===== src/rtl/sd_clk_pkg.sv =====
// Shared types and default constants for the SD clock generator and its users.
package sd_clk_pkg;

  typedef enum logic {
    StPark = 1'b0,
    StRun  = 1'b1
  } sd_clk_state_e;

  localparam int unsigned SD_SLOW_HALF      = 63;
  localparam int unsigned SD_FAST_HALF_RST  = 1;
  localparam int unsigned SD_SLOW_STATE_LIM = 'h70;

endpackage


===== src/rtl/sd_clk_halfcnt.sv =====
// Half-period counter: counts 0..i_half, flags terminal count, wraps to 0.
module sd_clk_halfcnt #(
  parameter int unsigned CNT_W = 8
) (
  input  logic             i_clk,
  input  logic             i_rst_n,
  input  logic             i_clr,
  input  logic [CNT_W-1:0] i_half,
  output logic             o_tc
);

  logic [CNT_W-1:0] r_cnt;

  // >= keeps the counter bounded even if i_half were ever lowered mid-phase
  assign o_tc = (r_cnt >= i_half);

  always_ff @(posedge i_clk or negedge i_rst_n) begin
    if (!i_rst_n) begin
      r_cnt <= '0;
    end else if (i_clr || o_tc) begin
      r_cnt <= '0;
    end else begin
      r_cnt <= r_cnt + CNT_W'(1);
    end
  end

endmodule


===== src/rtl/sd_clk_gen.sv =====
// Glitch-free two-rate SD clock generator with loadable fast divisor and clock park.
// Optional edge strobes enabled by defining SD_CLK_EDGE_STROBE_EN.
module sd_clk_gen
  import sd_clk_pkg::*;
#(
  parameter int unsigned STATE_W        = 8,
  parameter int unsigned CNT_W          = 8,
  parameter int unsigned SLOW_HALF      = SD_SLOW_HALF,
  parameter int unsigned FAST_HALF_RST  = SD_FAST_HALF_RST,
  parameter int unsigned SLOW_STATE_LIM = SD_SLOW_STATE_LIM
) (
  input  logic               CLKin,
  input  logic               Reset,
  input  logic [STATE_W-1:0] State,
  input  logic               clk_en,
  input  logic               div_load,
  input  logic [CNT_W-1:0]   div_value,
  output logic               CLKout,
  output logic               slow_active,
  output logic               clk_running,
  output logic               rise_stb,
  output logic               fall_stb
);

  sd_clk_state_e    r_state, w_state_nxt;
  logic             r_clk, w_clk_nxt;
  logic             r_slow_active, w_slow_nxt;
  logic [CNT_W-1:0] r_fast_half, w_fast_nxt;
  logic [CNT_W-1:0] r_pend;
  logic [CNT_W-1:0] w_cur_half;
  logic             w_slow_req;
  logic             w_run;
  logic             w_tc;

  assign w_slow_req = (State != '0) && (State < STATE_W'(SLOW_STATE_LIM));
  assign w_cur_half = r_slow_active ? CNT_W'(SLOW_HALF) : r_fast_half;
  assign w_run      = (r_state == StRun);

  sd_clk_halfcnt #(
    .CNT_W (CNT_W)
  ) u_halfcnt (
    .i_clk   (CLKin),
    .i_rst_n (Reset),
    .i_clr   (~w_run),
    .i_half  (w_cur_half),
    .o_tc    (w_tc)
  );

  // Latest loaded divisor; only reaches r_fast_half at a commit point.
  always_ff @(posedge CLKin or negedge Reset) begin
    if (!Reset) begin
      r_pend <= CNT_W'(FAST_HALF_RST);
    end else if (div_load) begin
      r_pend <= div_value;
    end
  end

  always_comb begin
    w_state_nxt = r_state;
    w_clk_nxt   = r_clk;
    w_slow_nxt  = r_slow_active;
    w_fast_nxt  = r_fast_half;
    unique case (r_state)
      StPark: begin
        w_slow_nxt = w_slow_req;
        w_fast_nxt = r_pend;
        if (clk_en) begin
          w_state_nxt = StRun;
        end
      end
      StRun: begin
        if (w_tc) begin
          w_clk_nxt = ~r_clk;
          // Falling toggle is the only safe point to change rate or stop.
          if (r_clk) begin
            w_slow_nxt = w_slow_req;
            w_fast_nxt = r_pend;
            if (!clk_en) begin
              w_state_nxt = StPark;
            end
          end
        end
      end
    endcase
  end

  always_ff @(posedge CLKin or negedge Reset) begin
    if (!Reset) begin
      r_state       <= StPark;
      r_clk         <= 1'b0;
      r_slow_active <= 1'b1;
      r_fast_half   <= CNT_W'(FAST_HALF_RST);
    end else begin
      r_state       <= w_state_nxt;
      r_clk         <= w_clk_nxt;
      r_slow_active <= w_slow_nxt;
      r_fast_half   <= w_fast_nxt;
    end
  end

  assign CLKout      = r_clk;
  assign slow_active = r_slow_active;
  assign clk_running = w_run;

`ifdef SD_CLK_EDGE_STROBE_EN
  assign rise_stb = w_run && w_tc && !r_clk;
  assign fall_stb = w_run && w_tc && r_clk;
`else
  assign rise_stb = 1'b0;
  assign fall_stb = 1'b0;
`endif

endmodule


===== config.mk =====
export PLATFORM = sky130hd
export DESIGN_NAME = sd_clk_gen
export DESIGN_NICKNAME = d
export VERILOG_FILES = /design/src/rtl/sd_clk_pkg.sv /design/src/rtl/sd_clk_halfcnt.sv /design/src/rtl/sd_clk_gen.sv
export SDC_FILE = /design/constraint.sdc
export NUM_CORES = 1
export LEC_CHECK = 0
export ABC_AREA = 1
export ABC_CLOCK_PERIOD_IN_PS = 2550
export BUFFER_PORTS_ARGS = -buffer_cell sky130_fd_sc_hd__buf_2
export CORE_AREA = 2 2 57 59
export CTS_BUF_LIST = sky130_fd_sc_hd__clkbuf_16
export CTS_CLUSTER_DIAMETER = 80
export CTS_CLUSTER_SIZE = 30
export DETAILED_ROUTE_END_ITERATION = 12
export DIE_AREA = 0 0 59 61
export MAX_ROUTING_LAYER = met4
export PLACE_DENSITY = 0.76
export SYNTH_ARGS = -nofsm -noshare
export SYNTH_HDL_FRONTEND = slang
export SYNTH_SLANG_ARGS = --single-unit

===== constraint.sdc =====
create_clock -name CLKin -period 2.55 [get_ports CLKin]
set_input_delay 0.51 -clock CLKin [delete_from_list [all_inputs] [get_ports CLKin]]
set_output_delay 0.51 -clock CLKin [all_outputs]
set_load 0.01 [all_outputs]

# Word level (Yosys, flattened, before mapping)
# Cells that the tools add are included.
# Widths: inputs -> output; s select.
# totals
reg_bits	27
in_bits	20
output_inout_bits	5
# classes
addsub	1
magnitude_cmp	2
eq_ne	2
n_mux	12
bitwise_logic	2
reduce_logical	5
# op_table
operator	n
$mux 8	4
$pmux 8 s2	1
$add 8x1->8 const B	1
$ge 8x8->1	1
$lt 8x7->1 const B	1
$reduce_bool 8->1	1
$mux 1	5
$ne 2x1->1 const B	2
$pmux 1 s2	2
$reduce_and 2->1	2
$not 1->1	2
$logic_and 1x1->1	1
$logic_or 1x1->1	1

# Depth between registers and ports, before layout
# Gate-level depths: netlist (run 1).
# logic_depth
depth_word	5
depth_mapped	13

# Modules after synthesis
# From an unflattened synthesis (run 1), not the netlist that was laid out.
# unflattened
hier_cells	177
hier_area_um2	1457.6
# by_module_without_submodules
mod	instances	cells_per_inst	area_each_um2	seq_area_each_um2
sd_clk_gen	1	105	862.1	479.2
sd_clk_halfcnt	1	72	595.6	200.2

# Worst setup path before layout (run 1)
# Ideal clock, no wire load.
# synth_path
path_kind	register to register
from	register r_slow_active, in the netlist slow_active
to	register r_fast_half[4]
setup_time_ns	0.116
arrival_time_ns	1.841
path_slack_ns	0.593
stages_incl_launch_ff	11
period_less_slack_ns	1.957
path_cell_list	dfstp_2 clkbuf_1 inv_1 nand2_1 ha_1 a21o_1 nor2_4 nand3_4 buf_8 nand3_1 nand2_1
# synth_between
elab_chain_len	4
# synth_rtl
item	line_no	source
start: declaration	sd_clk_gen.sv:27	logic r_slow_active, w_slow_nxt;
start signal: assignment	sd_clk_gen.sv:96	r_slow_active <= w_slow_nxt;
$mux 8	sd_clk_gen.sv:36	assign w_cur_half = r_slow_active ? CNT_W'(SLOW_HALF) : r_fast_half;
$ge 8x8->1	sd_clk_halfcnt.sv:15	assign o_tc = (r_cnt >= i_half);
$ne 2x1->1 (no source line)	--	
$reduce_and 2->1 (no source line)	--	
end signal: assignment	sd_clk_gen.sv:92	r_fast_half <= CNT_W'(FAST_HALF_RST);
end signal: assignment	sd_clk_gen.sv:97	r_fast_half <= w_fast_nxt;
end: declaration	sd_clk_gen.sv:28	logic [CNT_W-1:0] r_fast_half, w_fast_nxt;
# Every way passes these cells.
# A chain may end at the register's enable or synchronous reset.

# Final worst setup path (run 1)
# Ends and elaborated chain as after synthesis.

==> results of run 1 <==
## synth_stat cells
cell type   n  area share
o21ai_0     2      0.0070
nand2_1    42        0.11
buf_2       2      0.0070
inv_1      13       0.034
buf_4       2       0.011
a21o_1      1      0.0053
nor3_4      1       0.011
nand3_1    12       0.042
a21oi_1     2      0.0070
nand2_2     1      0.0044
ha_1        9       0.079
and3_1      1      0.0044
inv_2       1      0.0026
nand2_4     1      0.0079
dfstp_2     3       0.055
nor2_2      1      0.0044
clkbuf_1    1      0.0026
mux2_2      8       0.063
buf_8       1       0.011
xor2_1      1      0.0062
nor2_1     20       0.053
or2_2       1      0.0044
a31o_2      1      0.0062
dfrtp_1    24        0.42
nor3_1      3       0.011
nor2_4      1      0.0079
conb_1      1      0.0026
nand3b_1    1      0.0053
nand3_4     1       0.012
## area by class of cell
cell class	count	area, um^2	area share
Inverter	14	52.55	0.03246
Multi-Input combinational cell	112	651.9	0.4026
Clock buffer	3	75.07	0.04637
Clock inverter	1	8.758	0.005410
Timing Repair Buffer	22	110.1	0.06801
Sequential cell	27	679.4	0.4196
Tap cell	33	41.29	0.02550
## registers in the layout, summed over array words and instances (netlist names)
| signal | cells |
|---|---|
| CLKout | 1 |
| clk_running | 1 |
| r_fast_half | 8 |
| r_pend | 8 |
| slow_active | 1 |
| u_halfcnt.r_cnt | 8 |
## critical path: stages (launching register included)
cell,delay [ps]
dfstp_2,600
inv_1,80
nand2_1,60
ha_1,240
a21o_1,210
nor2_4,140
nand3_4,210
nand2_4,170
nand2_1,80
nand2_1,60
## layer usage
metal | GRT usage | up-vias
li1 | - | 543
met1 | 0.1653 | 486
met2 | 0.2746 | 19
met3 | 0.04478 | 0
met4 | 0.009740 | 0
met5 | - | -
## where the power goes
group	internal (mW)	switching (mW)	total (mW)
Combinational	0.0233	0.0188	0.0421
Clock	0.217	0.151	0.368
Sequential	0.442	0.00642	0.449
Total	0.682	0.176	0.858
## final timing paths
path / startpoint / endpoint / slack (ps) / cells after the start
hold reg to reg: r_fast_half[0] / r_fast_half[0] / 460 / 2
max in group asynchronous: Reset / r_fast_half[3] / 1930 / 1
setup reg to reg: slow_active / r_fast_half[4] / 630 / 9
min in group CLKin: clk_en / clk_running / 440 / 2
hold / removal: Reset / u_halfcnt.r_cnt[0] / 240 / 1
setup / recovery: slow_active / r_fast_half[4] / 630 / 9
## kinds of logic after synthesis
group                      Yosys count  synth area share
DFF                                 27            0.4772
adders and majority gates            9           0.07909
AOI/OAI and AO/OA                    6           0.02549
muxes                                8           0.06327
and+or+nand+nor                     86            0.2786
buffers and inverters               20           0.06765
other                                1          0.002634
xor gates and xnor gates             1          0.006152
==> results.py, run 1 <==
metrics = {
    "grt": {
        "grt_antenna_before_repair": 0,
        "grt_remaining_overflow": 0,
        "first_global_vias": 951,
        "grt_max_degree": 28,
        "grt.total_usage": 0.1487,
        "grt_pass1_wl_mm": 3.939,
    },
    "finish": {
        "final_cell_mix": "nand2_1 (42), dfrtp_1 (24), buf_2 (22), nor2_1 (20), inv_1 (13)",
        "fillers": 275,
        "drive_above_1_share": 0.2570,
        "layout_commonest_cell": "nand2_1",
        "insertedDiodeCount": 0,
        "area_growth_pct": 13.71,
        "utilization": 0.5483,
        "fin_area_mm2": 0.001619,
        "nNetsFinal": 209,
        "layout.cells.non_filler": 212,
    },
    "timing": {
        "skew_ps": 2.697,
        "fin_crit_ps": 1916,
        "fmax_ghz": 0.5219,
        "period_share": 0.7514,
        "timing.slew.headroom": 0.6124,
        "setup_viol": 0,
        "worst_pin_slew_ps": 581.4,
        "finalHoldViolCount": 0,
        "finalSetupTns_ps": 0,
        "rsz0062_at_grt": "false",
        "holdWs_ps": 240.4,
        "finalMaxSlewViolations": 0,
        "layout_setup_ws_ps": 634.0,
    },
    "clocking": {
        "cts_htree_levels": 1,
        "clk_pin_slew_ps": 70,
        "cts_resized": 0,
        "cts-root-buf": "clkbuf_16",
        "cts_tree": "yes",
        "cts_made_buffers": 3,
        "clock_sinks": 27,
        "hold_buffers": 0,
        "cts_buffer_depth": 2,
        "cts_setup_buffers": 0,
        "clk_latency_ps": 260,
    },
    "floorplanning": {
        "initial_core_util": 0.4822,
        "io_pins": 25,
        "die_h_um": 61,
        "die-area_mm2": 0.003599,
        "num_rows": 20,
        "core-area_mm2": 0.002953,
        "die-width_um": 59,
    },
    "pwr": {
        "power_uw": 858.2,
        "pwr_density_cell_mw_per_mm2": 530.1,
        "peakVddDrop_mv": 0.4308,
        "leakage_nw": 0.9121,
    },
    "placed_design": {
        "placed_cell_area_mm2": 0.001535,
        "place_congestion": 0.7776,
        "hpwlAfterDp_mm": 1.864,
        "dp.cells": 208,
        "numPortBuffers": 22,
        "place_worst_setup_slack_ps": 647.8,
    },
    "critical_path": {
        "cp_max_fo": 16,
        "end_kind": "register",
        "required_ps": 2760,
        "critical_path_class": "reg2reg",
        "cp.arrival_ps": 2120,
        "start_kind": "register",
    },
    "logic_synthesis": {
        "synth-seq-cells": 27,
        "synth-seq-area-share": 0.4772,
        "synthCells": 158,
        "synth_area_per_cell_um2": 9.012,
        "synth_area_mm2": 0.001424,
        "ys_warn_count": 0,
        "synthDistinctLibCells": 29,
    },
    "worst_hold_path": {
        "hold_class": "in2async",
    },
    "drt": {
        "wl_per_cell_um": 11.32,
        "wl_met3_um": 118,
        "drtAntennaViolNets": 0,
        "drt_pass1_iterations": 4,
        "vias_per_cell": 4.943,
        "dr_wl_met2_mm": 1.241,
        "drc": 0,
        "vias": 1048,
        "wl_met1_mm": 1.040,
        "drtIter0Drc": 23,
        "detail_route.wirelength_mm": 2.400,
        "topRoutingLayerUsed": "met3",
    },
    "outcome": {
        "status": "completed",
    },
    "run": {
        "drv_cap": 0,
    },
}
Note: power is estimated with default switching activity, not from simulation.
==> run 2: changes to the inputs <==
- ABC_CLOCK_PERIOD_IN_PS: 2550 -> 1900
- clock period: 2.55 -> 1.9 ns (I/O delays scaled with it)
==> run 2 against run 1 <==
- the run now ends with setup timing left
- non-clock buffer count increased by 5
- sequential share of layout area decreased by 3.8 points
- wire length increased by 19%
- flip-flop and latch count unchanged
- combinational power increased by 34%
- cell count increased by 3.8%
- register-to-register slack got worse by 680 ps
- largest cell class is now multi-input gates
- final area increased by 9.9%
- clock skew decreased by 1.9 ps
- sequential power increased by 34%
==> results.py, run 2 (same netlist as run 1, synthesis figures left out) <==
metrics = {
    "drt": {
        "wl_per_cell_um": 12.93,
        "drc": 0,
        "detail_route.wirelength_mm": 2.844,
        "drt_pass1_iterations": 4,
        "vias_per_cell": 5.105,
        "drtIter0Drc": 30,
        "drtAntennaViolNets": 0,
        "vias": 1123,
    },
    "timing": {
        "fin_crit_ps": 1950,
        "finalMaxSlewViolations": 0,
        "fmax_ghz": 0.5129,
        "setup_viol": 16,
        "finalHoldViolCount": 0,
        "layout_setup_ws_ps": -49.88,
        "period_share": 1.026,
        "rsz0062_at_grt": "true",
        "timing.slew.headroom": 0.6097,
        "worst_pin_slew_ps": 585.4,
        "skew_ps": 0.7749,
    },
    "outcome": {
        "violations": "setup timing",
        "status": "finished with violations",
    },
    "pwr": {
        "peakVddDrop_mv": 0.7031,
        "pwr_density_cell_mw_per_mm2": 646.5,
        "power_mw": 1.150,
        "leakage_nw": 0.9682,
    },
    "clocking": {
        "clock_sinks": 27,
        "cts_htree_levels": 1,
        "clk_latency_ps": 260,
        "cts_tree": "yes",
        "hold_buffers": 0,
        "cts_buffer_depth": 2,
        "cts-root-buf": "clkbuf_16",
        "clk_pin_slew_ps": 70,
        "cts_made_buffers": 3,
    },
    "critical_path": {
        "max_stage_delay_ps": 590,
        "cp_slowest_cell": "dfstp_2",
        "critical_path_class": "reg2reg",
        "cp.arrival_ps": 2100,
        "r2r_cells": 10,
        "cp_max_fo": 5,
        "crit_buf_inv": 1,
        "end_kind": "register",
        "rr_endpoint": "r_fast_half[5]",
        "startpoint": "slow_active",
        "reg2reg_slack_ps": -50,
        "start_kind": "register",
        "required_ps": 2050,
        "worstPathCellList": "buf_6 -> nor2_1 -> ha_1 -> nand2_1 -> nor2_1 -> nand2_4 -> nand3_4 -> nand2_4 -> nand2_2 -> nand2_1",
        "path_delay_family": "simple AND/OR/NAND/NOR gates",
        "worstReg2RegStart": "slow_active",
    },
    "run": {
        "drv_cap": 0,
    },
    "finish": {
        "fin_area_mm2": 0.001779,
        "layout_commonest_cell": "nand2_1",
        "reg_top3": "r_fast_half x8, r_pend x8, u_halfcnt.r_cnt x8",
        "insertedDiodeCount": 0,
        "fillers": 235,
        "drive_above_1_share": 0.3583,
        "area_growth_pct": 24.96,
        "nNetsFinal": 217,
        "final_cell_mix": "nand2_1 (36), dfrtp_1 (24), buf_2 (22), nor2_1 (17), inv_1 (13)",
    },
    "grt": {
        "grt_antenna_before_repair": 0,
        "grt_max_degree": 28,
        "grt.total_usage": 0.1549,
        "grt_remaining_overflow": 0,
        "first_global_vias": 977,
        "grt_pass1_wl_mm": 4.112,
    },
    "placed_design": {
        "place_congestion": 0.8036,
        "hpwlAfterDp_mm": 1.796,
        "placed_cell_area_mm2": 0.001535,
        "numPortBuffers": 22,
    },
    "floorplanning": {
        "core-area_mm2": 0.002953,
        "die_h_um": 61,
        "die-width_um": 59,
        "initial_core_util": 0.4822,
        "io_pins": 25,
        "die-area_mm2": 0.003599,
        "num_rows": 20,
    },
    "worst_hold_path": {
        "hold_class": "in2async",
    },
}
[run 2: cell types whose count changed in the layout (fill, tap and decap cells not counted), moves of 3 or more]
cell / previous run / this run
nor2_1: 20 / 17
nand2_2: 1 / 7
nand2_1: 42 / 36
ha_4: 0 / 3
ha_1: 9 / 6
buf_4: 0 / 3
[run 2: worst max path at each step]
stage	to	slack [ps]	cells past startpoint
after detailed placement	r_fast_half[4]	9	11
after global routing	u_halfcnt.r_cnt[3]	-120	11
after floorplan	r_fast_half[4]	20	10
after CTS	r_fast_half[5]	30	9
after global placement	r_fast_half[6]	50	9
final	r_fast_half[5]	-50	10
[run 2: through the flow]
stage	setup TNS, ps	utilization	hold slack [ps]	setup WS, ps	instances
after detailed placement	0	0.5199	411.5	9.392	208
final	-463.1	0.6025	113.8	-49.88	220
after CTS	0	0.5542	134.2	34.85	214
after global routing	-1646	0.6025	156.8	-122.3	220
after floorplan	0	-	84.41	24.32	159
after global placement	0	0.5199	404.2	52.18	208
[run 2: area by class of cell]
| cell class | count | area, um^2 | area share |
|---|---|---|---|
| clock inverter | 1 | 8.758 | 0.004923 |
| inverter | 14 | 52.55 | 0.02954 |
| multi-input combinational | 115 | 767.0 | 0.4311 |
| timing repair buffer | 27 | 155.1 | 0.08720 |
| clock buffer | 3 | 75.07 | 0.04219 |
| tap | 33 | 41.29 | 0.02321 |
| sequential | 27 | 679.4 | 0.3819 |
[run 2: report_power, final]
group | switching [mW] | total (mW) | leakage, nW | internal, mW
registers | 0.00954 | 0.603 | 0.331 | 0.593
logic | 0.0251 | 0.0563 | 0.596 | 0.0312
clock network | 0.200 | 0.491 | 0.0415 | 0.291
total | 0.235 | 1.15 | 0.968 | 0.916
[run 2: layer usage]
metal,track usage,up-vias,wire [um]
li1,-,565,-
met1,0.1781,533,1227
met2,0.2857,23,1507
met3,0.04478,2,87
met4,0,0,20
met5,-,-,0
[run 2: what timing repair did]
| action | in CTS | in global routing |
|---|---|---|
| buffers inserted | 1 | 4 |
| gates resized for setup | 0 | 22 |
| setup endpoints to repair | 6 | 18 |
| gates cloned | 1 | 2 |
| pin swaps | 0 | 4 |
[run 2: worst reg2reg max path, delay by kind of cell (launching register included)]
kind	cells	cell delay [ps]
flops	1	590
buf+inv	1	120
fa+ha+maj	1	300
simple gates	8	830
